[config.mk]
export PLATFORM = sky130hd
export DESIGN_NAME = regfile_cmd_ctrl
export DESIGN_NICKNAME = d
export VERILOG_FILES = /design/src/rtl/regfile_cmd_ctrl.sv
export SDC_FILE = /design/constraint.sdc
export NUM_CORES = 1
export LEC_CHECK = 0
export CAP_MARGIN = 25
export CORE_AREA = 2 2 60 62
export DETAILED_ROUTE_END_ITERATION = 12
export DIE_AREA = 0 0 62 64
export GPL_ROUTABILITY_DRIVEN = 0
export PLACE_DENSITY = 0.71
export SLEW_MARGIN = 20
export SYNTH_ARGS = -nofsm -noshare
export SYNTH_HDL_FRONTEND = slang
export SYNTH_SLANG_ARGS = --single-unit
[constraint.sdc]
create_clock -name clk -period 1.8 [get_ports clk]
set_input_delay 0.36 -clock clk [delete_from_list [all_inputs] [get_ports clk]]
set_output_delay 0.36 -clock clk [all_outputs]
set_load 0.02 [all_outputs]
[src/rtl/regfile_cmd_ctrl.sv]
// Byte-stream command decoder that turns write/read frames into regFile strobes
// and returns read data on a valid/ready TX byte interface.
module regfile_cmd_ctrl #(
   parameter int                    DATA_WIDTH = 8,
   parameter int                    ADDR_WIDTH = 4,
   parameter logic [DATA_WIDTH-1:0] WR_CMD     = 8'hAA,
   parameter logic [DATA_WIDTH-1:0] RD_CMD     = 8'hBB,
   parameter int                    RD_TIMEOUT = 4
) (
   input  logic                  clk,
   input  logic                  rst,
   input  logic [DATA_WIDTH-1:0] rx_data,
   input  logic                  rx_valid,
   output logic [DATA_WIDTH-1:0] tx_data,
   output logic                  tx_valid,
   input  logic                  tx_ready,
   output logic [ADDR_WIDTH-1:0] rf_addr,
   output logic [DATA_WIDTH-1:0] rf_wrData,
   output logic                  rf_wrEn,
   output logic                  rf_rdEn,
   input  logic [DATA_WIDTH-1:0] rf_rdData,
   input  logic                  rf_rdData_valid,
   output logic                  busy,
   output logic                  err
);

   localparam int CNT_W = $clog2(RD_TIMEOUT + 1);

   typedef enum logic [2:0] {
      IDLE,
      WR_ADDR,
      WR_DATA,
      WR_EXEC,
      RD_ADDR,
      RD_EXEC,
      RD_WAIT,
      TX
   } state_t;

   state_t           state;
   state_t           state_nxt;
   logic [CNT_W-1:0] wait_cnt;
   logic             addr_ok;
   logic             addr_phase;

   // An address byte is only legal if the bits above the regFile depth are clear.
   assign addr_ok    = (rx_data[DATA_WIDTH-1:ADDR_WIDTH] == '0);
   assign addr_phase = (state == WR_ADDR) || (state == RD_ADDR);

   always_comb begin
      state_nxt = state;
      err       = 1'b0;
      rf_wrEn   = 1'b0;
      rf_rdEn   = 1'b0;
      tx_valid  = 1'b0;
      busy      = (state != IDLE);
      case (state)
         IDLE: begin
            if (rx_valid) begin
               if (rx_data == WR_CMD) begin
                  state_nxt = WR_ADDR;
               end else if (rx_data == RD_CMD) begin
                  state_nxt = RD_ADDR;
               end
            end
         end
         WR_ADDR: begin
            if (rx_valid) begin
               if (addr_ok) begin
                  state_nxt = WR_DATA;
               end else begin
                  err       = 1'b1;
                  state_nxt = IDLE;
               end
            end
         end
         WR_DATA: begin
            if (rx_valid) begin
               state_nxt = WR_EXEC;
            end
         end
         WR_EXEC: begin
            rf_wrEn   = 1'b1;
            state_nxt = IDLE;
         end
         RD_ADDR: begin
            if (rx_valid) begin
               if (addr_ok) begin
                  state_nxt = RD_EXEC;
               end else begin
                  err       = 1'b1;
                  state_nxt = IDLE;
               end
            end
         end
         RD_EXEC: begin
            rf_rdEn   = 1'b1;
            state_nxt = RD_WAIT;
         end
         RD_WAIT: begin
            // Data arriving on the last permitted cycle still wins over the timeout.
            if (rf_rdData_valid) begin
               state_nxt = TX;
            end else if (wait_cnt == CNT_W'(RD_TIMEOUT - 1)) begin
               err       = 1'b1;
               state_nxt = IDLE;
            end
         end
         TX: begin
            tx_valid = 1'b1;
            if (tx_ready) begin
               state_nxt = IDLE;
            end
         end
         default: begin
            state_nxt = IDLE;
         end
      endcase
   end

   always_ff @(posedge clk) begin
      if (rst) begin
         state     <= IDLE;
         rf_addr   <= '0;
         rf_wrData <= '0;
         tx_data   <= '0;
         wait_cnt  <= '0;
      end else begin
         state <= state_nxt;
         // A rejected address leaves the previous rf_addr untouched.
         if (addr_phase && rx_valid && addr_ok) begin
            rf_addr <= rx_data[ADDR_WIDTH-1:0];
         end
         if ((state == WR_DATA) && rx_valid) begin
            rf_wrData <= rx_data;
         end
         if (state == RD_EXEC) begin
            wait_cnt <= '0;
         end else if (state == RD_WAIT) begin
            wait_cnt <= wait_cnt + 1'b1;
         end
         if ((state == RD_WAIT) && rf_rdData_valid) begin
            tx_data <= rf_rdData;
         end
      end
   end

endmodule

==> metrics, run 1 <==
status complete, but fails checks; violations in the final reports setup timing; yosys warns 0; register clock-pin slew on the reported worst setup and hold paths about 0.13 ns; total number of nets in the final design 245; CP Launch Point wait_cnt[1]; vias in the first global route 1,366; Hold Vio Cnt, Final 0; Filler Cell Count 285; main flop type after synthesis sky130_fd_sc_hd__dfxtp_1; Peak Freq 0.5482 GHz; met3 capacity usage during global routing 3.846%; final-report max-slew violation count 0; post-route insts no fill 267; share of synthesized flip-flops with an asynchronous set or reset 0%; clock period minus worst slack 1.824 ns; category of the worst setup path launch point flop; number of buffers added to fix hold violations after cts 0; Worst Path Arrival 1.46 ns; global routing met1 resource utilization 24.53%; Data required, critical path 1.44 ns; post-synth net total 171; total wirelength of the detailed-routed design between 3 and 4 mm; CTS Buf Count 3; Final setup violation count 1; busiest layer in global routing met2; Num Clock Sinks 26; Die Outline Area 3968 um2; post-route total power 1.843 mW; start-to-end type of the worst setup path reg2out; NetSw 0.6176 mW; antenna diode count 0; area of the multi-input gates between 700 and 800 um2; combinational cell fraction of total power roughly half; final period utilization 101.3%; global-route total usage across every layer 20.51%; setup bufs post-CTS 0; part of the total power dissipated in the clock network ~16%; Reg-to-Reg Start state[1]; share of the core filled with cells between 60% and 70%; Root Driver sky130_fd_sc_hd__clkbuf_4; hold wc startpoint rx_data[7]; number of synthesized flops with an enable pin 0; clock network latency to the later pin of the worst-skew pair 0.31 ns; Rel. slew slack 71.11%; minimum setup slack after placement -0.7035 ns; clk_skew 0.001345 ns; WL/cell 14.07 um; GRT Residual Overflow 0; number of buffers on the longest clock path 2; number of maximum-capacitance constraint violations 0; drt drc 0; proportion of synthesized chip area in sequential cells approximately two fifths; cell internal pwr 1.225 mW; WHS between 0.4 and 0.5 ns; Static Leak between 0.8 and 0.9 nW; share of cells above drive strength 1 28.05%; placed wire-length estimate 2.967 mm; number of levels the H-tree was split into 1; post-route cell area around 2100 um2; sort of element at the end of the critical path output pin; mapped cell area 1297 um2; initial antenna violation count 0; Power Dens Cells just under 900 nW/um2; Area Overhead vs Synth 59.69%; Synth Register Bits 26; Boundary Pins between 40 and 50; worst-path fanout max 2; Hold Path Class in2reg; aggregate negative setup slack -0.02428 ns; Die X 62 um; storage element area between 500 and 600 um2; core footprint 3284 um2; switch share 33.51%; First-pass DRT Iterations 4; # port buffers 45; Mean Syn Cell Area 8.767 um2; instance count of the mapped netlist roughly 150; pin count of the biggest net entering global routing 21; met2 Usage GRT approximately 36%; maximum vdd drop roughly 0.39 mV; Site Rows 21; global-route wire length before repair 6.196 mm; count of distinct cell types in the synthesized netlist 41; Vias/cell 5.011; unrepaired setup endpoints after global routing true; Worst Max-Slew Pin Slew 0.4277 ns; number of routed nets with antenna violations 0; placed instance area between 1500 and 2000 um2; Die Span Y 64 um; 1st-iter DRT viols 58; Placed Cells incl. Taps approximately 260; DR vias 1,338; final setup margin -0.02428 ns; Starting Density 39.50%; clock tree from TritonCTS built; sequential cell fraction of total power ~36%
kinds of logic after synthesis:
kind of cell               count (synthesis)  share of synthesized area (%)
and+or+nand+nor                           61                          22.85
AOI/OAI and AO/OA                         29                          16.49
DFF                                       26                          40.12
buffers and inverters                     14                          5.978
muxes                                     13                          10.03
xor gates and xnor gates                   3                          2.604
adders and majority gates                  2                          1.928
cells in the final DEF, fill, tap and decap left out, types with 2 or more instances in the layout:
master                            instances
sky130_fd_sc_hd__clkbuf_4                 3
sky130_fd_sc_hd__buf_4                   33
sky130_fd_sc_hd__nand3_1                  3
sky130_fd_sc_hd__nand2_1                 21
sky130_fd_sc_hd__dfxtp_2                  2
sky130_fd_sc_hd__clkbuf_2                 4
sky130_fd_sc_hd__ha_4                     2
sky130_fd_sc_hd__a21oi_1                 10
sky130_fd_sc_hd__inv_1                    5
sky130_fd_sc_hd__o21ai_0                  2
sky130_fd_sc_hd__a22oi_1                  2
sky130_fd_sc_hd__clkdlybuf4s50_1         36
sky130_fd_sc_hd__nor2b_2                  2
sky130_fd_sc_hd__buf_2                    2
sky130_fd_sc_hd__dfxtp_1                 23
sky130_fd_sc_hd__o311a_1                  2
sky130_fd_sc_hd__mux2i_1                 13
sky130_fd_sc_hd__nand2b_1                 5
sky130_fd_sc_hd__or3_4                    2
sky130_fd_sc_hd__nor2_1                  20
power by group through the flow:
| stage | clock network (mW) | logic (mW) | registers, mW |
|---|---|---|---|
| floorplan | 0 | 0.463 | 0.687 |
| global placement | 0 | 0.836 | 0.662 |
| detailed placement | 0 | 0.867 | 0.664 |
| CTS | 0.298 | 0.858 | 0.654 |
| global route | 0.318 | 0.965 | 0.669 |
| finish | 0.289 | 0.892 | 0.662 |
cells in the mapped netlist, types with 2 or more instances:
cell | n | share of area (%)
sky130_fd_sc_hd__a21oi_1 | 10 | 3.9
sky130_fd_sc_hd__a22oi_1 | 2 | 1.2
sky130_fd_sc_hd__buf_4 | 2 | 1.2
sky130_fd_sc_hd__buf_6 | 2 | 1.7
sky130_fd_sc_hd__clkbuf_1 | 3 | 0.87
sky130_fd_sc_hd__dfxtp_1 | 26 | 40
sky130_fd_sc_hd__ha_1 | 2 | 1.9
sky130_fd_sc_hd__inv_1 | 5 | 1.4
sky130_fd_sc_hd__mux2i_1 | 13 | 10
sky130_fd_sc_hd__nand2_1 | 21 | 6.1
sky130_fd_sc_hd__nand2b_1 | 5 | 2.4
sky130_fd_sc_hd__nand3_1 | 3 | 1.2
sky130_fd_sc_hd__nor2_1 | 20 | 5.8
sky130_fd_sc_hd__nor2b_1 | 4 | 1.9
sky130_fd_sc_hd__o21ai_0 | 2 | 0.77
sky130_fd_sc_hd__o311a_1 | 2 | 1.5
sky130_fd_sc_hd__or3_4 | 2 | 1.7
registers in the layout, summed over array words and instances, names as in the netlist:
name and cells:
rf_wrData 8, tx_data 8, rf_addr 4, state 3, wait_cnt 3
area by class of cell:
| type | instances | share of cell area, % |
|---|---|---|
| inverters | 5 | 0.9058 |
| repair buffers | 78 | 32.25 |
| multi-input cells | 108 | 36.90 |
| well taps | 46 | 2.778 |
| clock buffers | 4 | 1.751 |
| flip-flops and latches | 26 | 25.42 |
worst paths after layout:
path	endpoint	slack, ns	cells past startpoint
max	err	-0.02	5
min	rf_wrData[7]	0.43	4
max reg2reg	state[0]	0.06	6
min reg2reg	tx_data[1]	0.47	2
repair_timing:
item                       4_1_cts  5_1_grt
gates cloned                     0        0
resized for setup               29       17
pin swaps                        6        4
setup endpoints to repair        7        6
worst max-delay path, cell delays in order (launching register included):
cell                      delay, ns
sky130_fd_sc_hd__dfxtp_2       0.36
sky130_fd_sc_hd__ha_4          0.17
sky130_fd_sc_hd__ha_4          0.16
sky130_fd_sc_hd__a32oi_2       0.19
sky130_fd_sc_hd__o32ai_1       0.10
sky130_fd_sc_hd__buf_2         0.16
layer usage:
layer / routed length [um] / vias to the layer above
met5: 0 / -
met4: 36 / 0
met2: 2049 / 29
met3: 134 / 4
li1: - / 662
met1: 1536 / 643
No activity file was read; power rests on OpenSTA's default activity.
==> inputs of run 2 (changes only) <==
- CORE_AREA: 2 2 60 62 -> 8 8 66 68
- DIE_AREA: 0 0 62 64 -> 0 0 74 76
- RECOVER_POWER: not set -> 50
- TNS_END_PERCENT: not set -> 100
==> run 2 against run 1 <==
  * The run still ends with setup timing left
  * Largest cell class unchanged
  * Total power fell by 2.8%
  * Non-clock buffer count decreased by 3
  * Largest power group unchanged
  * Worst hold slack worse by 0.022 ns
  * Critical endpoint unchanged
  * Design area fell by 2.9%
  * Via count shrank 1.8%
==> metrics, run 2 (synthesized netlist as in run 1, its figures left out) <==
status complete, but fails checks; violations in the final reports setup timing; Starting Density 37.71%; Worst Path Arrival ~1.5 ns; Filler Cell Count 318; category of the worst setup path launch point primary input; number of buffers added to fix hold violations after cts 0; number of maximum-capacitance constraint violations 0; Site Rows 22; Data required, critical path around 1.4 ns; placed wire-length estimate ~3.2 mm; Static Leak 0.8136 nW; maximum vdd drop 0.4167 mV; most frequent standard cell in the layout excluding fill and tap cells sky130_fd_sc_hd__clkdlybuf4s50_1; Area Overhead vs Synth 55.06%; Die Outline Area 5624 um2; depth of the most critical reg-to-reg path 6; Die Span Y 76 um; final setup margin -0.03088 ns; global-route total usage across every layer 14.58%; 1st-iter DRT viols 63; global-route wire length before repair 6.561 mm; register clock-pin slew on the reported worst setup and hold paths 0.14 ns; area of the multi-input gates 726.9 um2; number of buffers on the longest clock path 2; unrepaired setup endpoints after global routing true; initial antenna violation count 0; part of the total power dissipated in the clock network around 17%; largest registers in the final layout rf_wrData (8), tx_data (8), rf_addr (4); Hold Path Class in2reg; total wirelength of the detailed-routed design 3.991 mm; share of cells above drive strength 1 25.69%; CTS Buf Count 3; drt drc 0; combinational cell fraction of total power about 46%; sequential cell fraction of total power around 37%; sort of element at the end of the critical path output pin; antenna diode count 0; delay-heaviest family, CP simple AND/OR/NAND/NOR gates; clock period minus worst slack about 1.8 ns; core footprint 3441 um2; GRT Residual Overflow 0; Power Dens Cells between 800 and 900 nW/um2; number of levels the H-tree was split into 1; Hold Path Depth 4; Num Clock Sinks 26; clock tree from TritonCTS built; Peak Freq 0.5462 GHz; cell internal pwr between 1 and 1.5 mW; NetSw between 0.6 and 0.7 mW; setup bufs post-CTS 0; storage element area roughly 530 um2; Worst Max-Slew Pin Slew ~0.33 ns; First-pass DRT Iterations 4; total number of nets in the final design 242; Rel. slew slack 77.77%; Die X 74 um; clock network latency to the later pin of the worst-skew pair between 0.3 and 0.4 ns; highest-count cells in the layout ignoring fill and taps sky130_fd_sc_hd__clkdlybuf4s50_1, sky130_fd_sc_hd__buf_4, sky130_fd_sc_hd__dfxtp_1; Final setup violation count 1; start-to-end type of the worst setup path in2out; Worst Hold End rf_wrData[6]; hold wc startpoint rx_data[6]; pin count of the biggest net entering global routing 21; worst-path fanout max 2; final period utilization 101.7%; WP buf/inv 2; DR vias 1,314; clk_skew 0.002733 ns; highest-delay cell along the critical path sky130_fd_sc_hd__or4_4; final-report max-slew violation count 0; Hold Vio Cnt, Final 0; crit path cell chain clkdlybuf4s25_1, or4_4, a32oi_1, o32ai_1, buf_4; vias in the first global route 1,442; Boundary Pins 46; WL/cell 15.00 um; Crit path largest cell delay 0.43 ns; Worst R2R Setup Slack 0.07 ns; Reg-to-Reg Start state[1]; number of routed nets with antenna violations 0; Root Driver sky130_fd_sc_hd__clkbuf_4; Critical R2R Capture rf_wrData[7]; share of the core filled with cells between 50% and 60%; Vias/cell around 4.9; minimum setup slack after placement -0.7351 ns; switch share between 30% and 40%; # port buffers 45
## run 2: changes by cell type in the layout (fill, tap and decap cells not counted), moves of 2 or more
cell                              before  now
sky130_fd_sc_hd__buf_4                33   30
sky130_fd_sc_hd__clkdlybuf4s50_1      36   32
sky130_fd_sc_hd__dfxtp_2               2    4
sky130_fd_sc_hd__dlygate4sd3_1         0    4
sky130_fd_sc_hd__nor2b_1               1    3
## run 2: layer usage
| metal | vias up | GRT usage [%] | wire, um |
|---|---|---|---|
| li1 | 655 | - | - |
| met1 | 618 | 14.40 | 1546 |
| met2 | 34 | 27.29 | 2189 |
| met3 | 7 | 3.553 | 175 |
| met4 | 0 | 5.800 | 79 |
| met5 | - | 0 | 0 |
## run 2: stage by stage
| step | power (mW) | hold slack (ns) | instances | TNS, ns | area (um2) |
|---|---|---|---|---|---|
| 2_1_floorplan | 1.150 | 0.4795 | 148 | 0 | 1297 |
| 3_5_place_dp | 1.518 | 0.4501 | 262 | -2.818 | 1974 |
| 6_report | 1.791 | 0.4054 | 266 | -0.03088 | 2012 |
| 3_3_place_gp | 1.483 | 0.4432 | 262 | -2.773 | 1974 |
| 5_1_grt | 1.890 | 0.4384 | 266 | -0.2885 | 2012 |
| 4_1_cts | 1.798 | 0.4032 | 266 | -0.02048 | 2026 |
## run 2: worst max-delay path by stage
stage	slack [ns]	startpoint	to	depth (start not counted)
2_1_floorplan	0.15	wait_cnt[0]	state[0]	6
3_3_place_gp	-0.72	rx_data[4]	err	5
3_5_place_dp	-0.74	rx_data[4]	err	5
4_1_cts	-0.02	rx_data[6]	err	5
5_1_grt	-0.07	wait_cnt[1]	err	5
6_report	-0.03	rx_data[4]	err	5
## run 2: worst reg2reg max path: cells and delay by family, from the launching register on
kind	cells	cell delay [ns]
buffers and inverters	2	0.42
flip-flops	1	0.42
multiplexers	1	0.23
AND/OR/NAND/NOR	3	0.56
## run 2: timing repair
action                                  CTS  global route
endpoints found under the setup margin    7             7
cloned                                    0             0
pin swaps                                 3             1
gates resized for setup                  36             8
## run 2: final cells by class
class	count	share of cell area, %
multi-input combinational	108	36.13
sequential	26	26.12
inverter	5	0.9328
timing repair buffer	75	32.03
tap	48	2.985
clock buffer	4	1.803
## run 2: power by group through the flow
stage               sequential [mW]  combinational [mW]  clock [mW]
CTS                           0.669               0.824       0.305
detailed placement            0.675               0.844           0
global placement              0.671               0.812           0
global route                  0.679               0.887       0.324
finish                        0.670               0.825       0.296
floorplan                     0.687               0.463           0
==> inputs of run 3 (changes only) <==
- CORE_AREA: 8 8 66 68 -> 2 2 64 66
- DIE_AREA: 0 0 74 76 -> 0 0 66 68
- PLACE_DENSITY: 0.71 -> not set
==> run 3 against run 2 <==
  * The flow now finishes without violations
  * Routed wire length decreased by 8.5%
  * Sequential cell count did not move
  * Core utilization down 3.1 points
  * Worst hold slack improved by 0.050 ns
  * Non-clock buffer count grew 6
  * First-iteration DRC count decreased by 56%
  * Sequential power about the same
  * Via count shrank 0.61%
  * Setup slack improved by 0.032 ns
  * Die area is 20% lower
  * Critical endpoint unchanged
  * Largest cell class unchanged
==> metrics, run 3 (synthesized netlist as in run 1, its figures left out) <==
clock period minus worst slack roughly 1.8 ns; Site Rows 23; aggregate negative setup slack 0 ns; highest-count cells in the layout ignoring fill and taps sky130_fd_sc_hd__buf_4, sky130_fd_sc_hd__clkdlybuf4s50_1, sky130_fd_sc_hd__dfxtp_1; placed wire-length estimate 2.954 mm; unrepaired setup endpoints after global routing true; sequential cell fraction of total power around 33%; 1st-iter DRT viols 28; clk_skew ~0.0032 ns; Boundary Pins 46; start-to-end type of the worst setup path in2out; category of the worst setup path launch point primary input; maximum vdd drop 0.4805 mV; most frequent standard cell in the layout excluding fill and tap cells sky130_fd_sc_hd__buf_4; vias in the first global route 1,273; Hold Path Class in2reg; initial antenna violation count 0; Worst Max-Slew Pin Slew approximately 0.34 ns; total number of nets in the final design 248; Root Driver sky130_fd_sc_hd__clkbuf_8; Peak Freq 0.5558 GHz; switch share 30.99%; share of cells above drive strength 1 between 20% and 30%; Filler Cell Count 374; clock network latency to the later pin of the worst-skew pair around 0.27 ns; final period utilization between 90% and 100%; antenna diode count 0; Rel. slew slack 76.99%; status finished clean; Static Leak about 0.91 nW; global-route wire length before repair 5.733 mm; Worst Path Arrival approximately 1.4 ns; Placed Cells incl. Taps 269; NetSw a little over 0.6 mW; number of levels the H-tree was split into 1; combinational cell fraction of total power between 40 and 50%; Die Span Y approximately 68 um; WL/cell 13.32 um; GRT Residual Overflow 0; number of buffers on the longest clock path 2; Final setup violation count 0; Hold Vio Cnt, Final 0; Starting Density 33.65%; core footprint 3856 um2; # port buffers 45; global-route total usage across every layer around 16%; sort of element at the end of the critical path output pin; number of maximum-capacitance constraint violations 0; Data required, critical path 1.44 ns; part of the total power dissipated in the clock network a little under a quarter; number of routed nets with antenna violations 0; Power Dens Cells 939.1 nW/um2; cell internal pwr 1.383 mW; CTS Buf Count 3; Vias/cell roughly 4.8; register clock-pin slew on the reported worst setup and hold paths ~0.090 ns; final-report max-slew violation count 0; Num Clock Sinks 26; drt drc 0; Area Overhead vs Synth 64.51%; Die Outline Area 4488 um2; largest registers in the final layout rf_wrData (8), tx_data (8), rf_addr (4); WHS 0.4551 ns; DR vias 1,306; worst-path fanout max 2; pin count of the biggest net entering global routing 21; clock tree from TritonCTS built; total wirelength of the detailed-routed design 3.650 mm; First-pass DRT Iterations 5; Die X 66 um; number of buffers added to fix hold violations after cts 0; post-route insts no fill 274
==> run 3: cell types whose count changed in the layout (fill, tap and decap cells not counted), moves of 2 or more <==
| cell | before | now |
|---|---|---|
| sky130_fd_sc_hd__clkdlybuf4s50_1 | 32 | 25 |
| sky130_fd_sc_hd__dlygate4sd3_1 | 4 | 10 |
| sky130_fd_sc_hd__buf_6 | 0 | 3 |
| sky130_fd_sc_hd__clkbuf_4 | 4 | 1 |
| sky130_fd_sc_hd__dlygate4sd2_1 | 0 | 3 |
| sky130_fd_sc_hd__buf_4 | 30 | 32 |
| sky130_fd_sc_hd__clkbuf_1 | 0 | 2 |
| sky130_fd_sc_hd__clkbuf_8 | 1 | 3 |
==> run 3: repair_timing <==
| action | in CTS | in global routing |
|---|---|---|
| endpoints found under the setup margin | 7 | 6 |
| gates resized for setup | 26 | 16 |
| setup buffers | 1 | 0 |
| pin swaps | 4 | 5 |
| hold endpoints to repair | 0 | 0 |
==> run 3: power by group through the flow <==
stage / clock network [mW] / registers (mW) / logic, mW
final: 0.479 / 0.668 / 0.858
after global routing: 0.513 / 0.674 / 0.918
after CTS: 0.492 / 0.661 / 0.871
after detailed placement: 0 / 0.672 / 0.866
after global placement: 0 / 0.672 / 0.851
after floorplan: 0 / 0.687 / 0.463
==> run 3: per-layer routing <==
layer | vias up | routed length [um] | global-route usage (%)
met2 | 28 | 1908 | 30.30
met4 | 0 | 19 | 3.827
met3 | 2 | 149 | 2.961
met5 | - | 0 | 0
met1 | 607 | 1573 | 19.96
li1 | 669 | - | -
==> run 3: path summary, 6_finish.rpt <==
kind	slack, ns	end	startpoint	cells after the start
setup / recovery	0.0007	err	rx_data[5]	5
hold / removal	0.46	rf_wrData[5]	rx_data[5]	4
setup reg to reg	0.10	state[0]	state[1]	6
hold reg to reg	0.46	tx_data[4]	tx_data[4]	2
==> run 3: critical path, stage by stage <==
cell                      delay, ns
sky130_fd_sc_hd__buf_6         0.09
sky130_fd_sc_hd__or4_4         0.54
sky130_fd_sc_hd__a32oi_1       0.17
sky130_fd_sc_hd__o32ai_1       0.11
sky130_fd_sc_hd__buf_2         0.17
==> run 3: final cells by class <==
type,instances,area (um2),share of cell area (%)
Timing Repair Buffer,81,698.2,32.71
Sequential cell,26,524.3,24.56
Inverter,5,18.77,0.8792
Clock inverter,1,30.03,1.407
Clock buffer,3,41.29,1.934
Multi-Input combinational cell,108,759.5,35.58
Tap cell,50,62.56,2.931
==> run 3: metrics by stage <==
stage / worst slack [ns] / area (um2) / total power, mW / util (%)
floorplan: 0.1520 / 1297 / 1.150 / -
global placement: -0.7424 / 2014 / 1.523 / 52.24
detailed placement: -0.7588 / 2014 / 1.538 / 52.24
CTS: -0.06606 / 2112 / 2.024 / 54.77
global route: -0.01436 / 2135 / 2.104 / 55.35
finish: 0.0006657 / 2135 / 2.005 / 55.35
